### config.mk
export PLATFORM = sky130hd
export DESIGN_NAME = vgm_axi_write_slave
export DESIGN_NICKNAME = d
export VERILOG_FILES = /design/src/rtl/vgm_axi_write_slave.sv
export SDC_FILE = /design/constraint.sdc
export NUM_CORES = 1
export LEC_CHECK = 0
export CAP_MARGIN = 20
export CORE_MARGIN = 2
export CORE_UTILIZATION = 50
export DETAILED_ROUTE_END_ITERATION = 8
export GPL_TIMING_DRIVEN = 1
export PLACE_DENSITY = 0.71
export SYNTH_ARGS = -nofsm -noshare
export SYNTH_HDL_FRONTEND = slang
export SYNTH_SLANG_ARGS = --single-unit
### constraint.sdc
create_clock -name ACLK -period 19.2 [get_ports ACLK]
set_input_delay 1.92 -clock ACLK [delete_from_list [all_inputs] [get_ports ACLK]]
set_output_delay 1.92 -clock ACLK [all_outputs]
set_load 0.05 [all_outputs]
### src/rtl/vgm_axi_write_slave.sv
// AXI4 write-channel responder backed by a small word-addressed memory.
// One AW burst in flight at a time; W beats are sunk into memory and a single
// B response is returned per burst. A sideband port reads memory directly.

// One byte lane of the backing memory: byte-wide write, registered debug read.
module vgm_axi_wr_lane #(
  parameter int DEPTH = 16,
  parameter int IDX_W = 4
) (
  input  logic             clk,
  input  logic             rst,
  input  logic             we,
  input  logic [IDX_W-1:0] waddr,
  input  logic [7:0]       wdata,
  input  logic [IDX_W-1:0] raddr,
  output logic [7:0]       rdata
);

  logic [7:0] mem [DEPTH];

  // Storage and read register; reset clears every entry so benches start from zero.
  always_ff @(posedge clk or posedge rst) begin
    if (rst) begin
      for (int i = 0; i < DEPTH; i++) mem[i] <= '0;
      rdata <= '0;
    end else begin
      if (we) mem[waddr] <= wdata;
      rdata <= mem[raddr];
    end
  end

endmodule

module vgm_axi_write_slave #(
  parameter int ADDR_WIDTH = 32,
  parameter int DATA_WIDTH = 32,
  parameter int ID_WIDTH   = 4,
  parameter int MEM_DEPTH  = 16
) (
  input  logic                          ACLK,
  input  logic                          ARESET,
  input  logic [ID_WIDTH-1:0]           AWID,
  input  logic [ADDR_WIDTH-1:0]         AWADDR,
  input  logic [7:0]                    AWLEN,
  input  logic [2:0]                    AWSIZE,
  input  logic [1:0]                    AWBURST,
  input  logic                          AWVALID,
  output logic                          AWREADY,
  input  logic [DATA_WIDTH-1:0]         WDATA,
  input  logic [DATA_WIDTH/8-1:0]       WSTRB,
  input  logic                          WLAST,
  input  logic                          WVALID,
  output logic                          WREADY,
  output logic [ID_WIDTH-1:0]           BID,
  output logic [1:0]                    BRESP,
  output logic                          BVALID,
  input  logic                          BREADY,
  input  logic [$clog2(MEM_DEPTH)-1:0]  dbg_addr,
  output logic [DATA_WIDTH-1:0]         dbg_data
);

  localparam int NUM_LANES = DATA_WIDTH / 8;
  localparam int WSHIFT    = $clog2(NUM_LANES);
  localparam int IDX_W     = $clog2(MEM_DEPTH);

  typedef enum logic [1:0] {IDLE, DATA, RESP} state_t;

  // Burst context captured at the AW handshake.
  typedef struct packed {
    logic [ID_WIDTH-1:0] id;
    logic                fixed;
    logic [7:0]          len;
  } aw_ctx_t;

  state_t                state_q, state_d;
  aw_ctx_t               ctx_q, ctx_d;
  logic [ADDR_WIDTH-1:0] idx_q, idx_d;
  logic [8:0]            cnt_q, cnt_d;   // beats accepted so far, saturating
  logic                  err_q, err_d;
  logic                  mem_we;

  logic                  aw_hs, w_hs, b_hs;
  logic                  beyond, oor, attr_bad;

  logic [NUM_LANES-1:0][7:0] wdata_l, rdata_l;

  assign aw_hs    = AWVALID && AWREADY;
  assign w_hs     = WVALID && WREADY;
  assign b_hs     = BVALID && BREADY;
  // Beat past AWLEN+1, or word index outside the memory.
  assign beyond   = cnt_q > {1'b0, ctx_q.len};
  assign oor      = idx_q >= ADDR_WIDTH'(MEM_DEPTH);
  assign attr_bad = (AWSIZE != 3'(WSHIFT)) || (AWBURST != 2'b00 && AWBURST != 2'b01);

  // Next-state, burst bookkeeping and write enable.
  always_comb begin
    state_d = state_q;
    ctx_d   = ctx_q;
    idx_d   = idx_q;
    cnt_d   = cnt_q;
    err_d   = err_q;
    mem_we  = 1'b0;
    unique case (state_q)
      IDLE: begin
        if (aw_hs) begin
          ctx_d.id    = AWID;
          ctx_d.fixed = (AWBURST == 2'b00);
          ctx_d.len   = AWLEN;
          idx_d       = AWADDR >> WSHIFT;
          cnt_d       = '0;
          err_d       = attr_bad;
          state_d     = DATA;
        end
      end
      DATA: begin
        if (w_hs) begin
          // Beats before the error is seen still land; an early WLAST beat is kept.
          mem_we = !err_q && !oor && !beyond;
          if (oor || beyond || (WLAST && cnt_q != {1'b0, ctx_q.len})) err_d = 1'b1;
          if (cnt_q != '1) cnt_d = cnt_q + 1'b1;
          if (!ctx_q.fixed) idx_d = idx_q + 1'b1;
          if (WLAST) state_d = RESP;
        end
      end
      RESP: begin
        if (b_hs) state_d = IDLE;
      end
      default: state_d = IDLE;
    endcase
  end

  // State, context and registered AXI outputs derived from the next state.
  always_ff @(posedge ACLK or posedge ARESET) begin
    if (ARESET) begin
      state_q <= IDLE;
      ctx_q   <= '0;
      idx_q   <= '0;
      cnt_q   <= '0;
      err_q   <= 1'b0;
      AWREADY <= 1'b0;
      WREADY  <= 1'b0;
      BVALID  <= 1'b0;
      BID     <= '0;
      BRESP   <= 2'b00;
    end else begin
      state_q <= state_d;
      ctx_q   <= ctx_d;
      idx_q   <= idx_d;
      cnt_q   <= cnt_d;
      err_q   <= err_d;
      AWREADY <= (state_d == IDLE);
      WREADY  <= (state_d == DATA);
      BVALID  <= (state_d == RESP);
      if (state_q == DATA && state_d == RESP) begin
        BID   <= ctx_q.id;
        BRESP <= err_d ? 2'b10 : 2'b00;
      end
    end
  end

  assign wdata_l  = WDATA;
  assign dbg_data = rdata_l;

  for (genvar l = 0; l < NUM_LANES; l++) begin : g_lane
    vgm_axi_wr_lane #(.DEPTH(MEM_DEPTH), .IDX_W(IDX_W)) u_lane (
      .clk   (ACLK),
      .rst   (ARESET),
      .we    (mem_we && WSTRB[l]),
      .waddr (idx_q[IDX_W-1:0]),
      .wdata (wdata_l[l]),
      .raddr (dbg_addr),
      .rdata (rdata_l[l])
    );
  end

endmodule
==> metrics.cfg <==
[pwr]
swShare_pct = 28.0
seqPwrFrac_pct = 45.2
power_density_mw_per_mm2 = 94.8
p_leak_nw = 15.8
p_int_mw = 2.26
ir_drop_mv = 0.109
clkPwrFrac_pct = 40.4
combPwrFrac_pct = 14.4
switchingPower_mw = 0.880

[route]
wl_met1_mm = 28.6
avgRoutedWirePerCell_um = 24.0
highest_layer = met5
vias = 16800
wl_met3_mm = 3.74
route.detailed.drc = 0
first_pass_iters = 5
drt_iter0_drc = 1379
final_antenna_net_count = 0
vias_per_cell = 6.04
wl_met2_mm = 32.5
finalWirelength_mm = 66.7

[yosys]
synth_area_mm2 = 0.0293
synth_common_cells = dfrtp_1 (609), mux2_2 (285), mux2_4 (216)
synth_top_area_share_pct = 52.0
synth_compound_area_share_pct = 2.66
synth-edff-count = 0
synth.distinct_cells = 70
synth_top_area_cell = dfrtp_1
synth_most_common_cell = dfrtp_1
synth_xor_area_share_pct = 0.120
avgSynthCellArea_um2 = 15.4
synthesis.instances = 1903
syn_nets = 2012
synth.area.mux_share_pct = 35.0
synth_seq_cells = 609
seq_area_frac_synth_pct = 52.0
async_flop_share_pct = 100
synthTopCellsByArea = dfrtp_1 (52%), mux4_2 (12%), mux2_4 (11%)
synthSimpleGateAreaFrac_pct = 6.57
synth_ff_type = dfrtp_1
synthAdderAreaFrac_pct = 0.598
synth_top_family_by_area = multiplexers
yosysWarnings = 0

[worst_hold_path]
min_path_type = flip-flop to flip-flop

[global_route]
grt_max_degree = 194
gr-total-overflow = 0
grt_pass1_wl_mm = 105
grt_pass1_vias = 17800
grt_use_total_pct = 22.7
antenna_found_initial = 4

[sta]
maxSlewHeadroom_pct = 27.9
maxSlewViolCount = 0
tns_ns = 0
tightest_slew_ns = 1.08
finClkSkew_ns = 0.0273
max_clock_freq_mhz = 224
rsz0062_at_grt = no
layout_min_cycle_time_ns = 4.47
timing.final.hold_violations = 0
finalSetupViolCount = 0
min_period_over_period_pct = 23.3

[setup_path]
path_class = primary input to flip-flop
critPathMaxFanout = 16
required_ns = 19.67
worstPathArrival_ns = 4.94
setup.worst_path.end_class = flip-flop
cp-start-kind = primary input

[die]
num_io_pins = 136
rows = 88
start_util_pct = 50.7
die_h_um = 246
die_w_um = 246
core_area_mm2 = 0.0578
die_area_mm2 = 0.0606

[clocking]
clk_latency_ns = 0.60
ctsHoldBuffers = 0
cts_tree = yes
cts_buffers = 67
cts_resized = 0
cts.sinks = 609
htreeDepth = 3
cts_buffer_depth = 3
post_cts_buffers = 0
clk_pin_slew_worst_paths_ns = 0.06
cts_root_buf = clkbuf_16

[place]
dp_hpwl_mm = 40.3
finalWeightedCongestion = 0.821
placed_cells = 2662
io_buffer_count = 132

[finish]
layout.nets = 2077
instances_no_fill = 2778
fillers = 4511
drive_above_1_share_pct = 41.4
final_core_util_pct = 57.3
syn_to_final_growth_pct = 13.0
diodes = 0

[run_status]
status = completed

[job]
cap_violations = 0

## sequential cells by signal, summed over array words and instances (netlist names)
name and cells:
AWREADY 1, BID 4, state_q 2, g_lane.u_lane.rdata 32
idx_q 32, cnt_q 9, BRESP 1, WREADY 1
ctx_q 13, err_q 1, BVALID 1, g_lane.u_lane.mem 512
## stage by stage
stage / power [mW] / hold slack [ns] / setup slack [ns] / instance area [um^2]
after floorplan: 1.74 / 0.440 / 0.230 / 29300
after global routing: 3.27 / 0.480 / 14.43 / 33100
final: 3.14 / 0.469 / 14.73 / 33100
after CTS: 3.16 / 0.474 / 14.75 / 33100
after detailed placement: 1.88 / 0.461 / 14.13 / 30900
after global placement: 1.87 / 0.456 / 14.25 / 30900
## worst paths after layout
kind	startpoint	to	slack, ns	cells past startpoint
setup reg to reg	cnt_q[6]	g_lane[3].u_lane.mem[115]	15.77	6
max in group asynchronous	ARESET	g_lane[2].u_lane.mem[58]	14.89	4
min in group asynchronous	ARESET	g_lane[1].u_lane.mem[67]	1.86	2
hold reg to reg	ctx_q[11]	ctx_q[11]	0.47	2
setup / recovery	WVALID	g_lane[3].u_lane.mem[57]	14.73	6
hold / removal	ctx_q[11]	ctx_q[11]	0.47	2
## critical path: stages
cell and delay [ns]:
clkdlybuf4s50_1 0.50, and4b_1 0.62, nand4b_1 0.19, nor3_2 0.44, nand4_1 0.72, mux2_2 0.53
## power groups by stage
stage | Combinational, mW | Clock [mW] | Sequential, mW
final | 0.451 | 1.27 | 1.42
after global routing | 0.494 | 1.35 | 1.43
after CTS | 0.447 | 1.30 | 1.42
after detailed placement | 0.444 | 0 | 1.44
after global placement | 0.432 | 0 | 1.43
after floorplan | 0.301 | 0 | 1.44
## kinds of logic after synthesis
kind of cell	after synthesis
fa+ha+maj	14
buf+inv	170
simple gates	300
flops	609
mux	679
other cells	1
xor+xnor	4
compound gates	126
## area by class of cell
class	count	area, um^2	share of cell area [%]
well taps	765	957	2.89
flip-flops and latches	609	15200	46.0
multi-input cells	1124	13200	39.9
repair buffers	149	1480	4.48
inverters	17	71.3	0.215
clock buffers	105	2010	6.08
clock inverters	9	128	0.385
## cell usage in the layout, fill, tap and decap left out, types with 16 or more instances in the layout
master           synthesis  layout
or4_4                   27      27
mux2_2                 285     285
clkbuf_8                 0      16
clkbuf_1                93      21
nand2_1                 84      84
clkdlybuf4s50_1          0     128
nand3_1                 23      23
mux2_4                 216     216
clkbuf_16                0      69
o21ai_0                 32      32
dfrtp_1                609     609
nand4_1                 39      39
nor2_1                  30      29
mux4_2                 160     160
a21oi_1                 41      40
inv_1                   17      16
## metal layers
metal / global-route usage [%] / vias up
met3: 4.54 / 136
met5: 0 / -
li1: - / 7297
met1: 30.9 / 8865
met2: 37.0 / 484
met4: 7.01 / 8
Note: power is estimated with default switching activity, not from simulation.
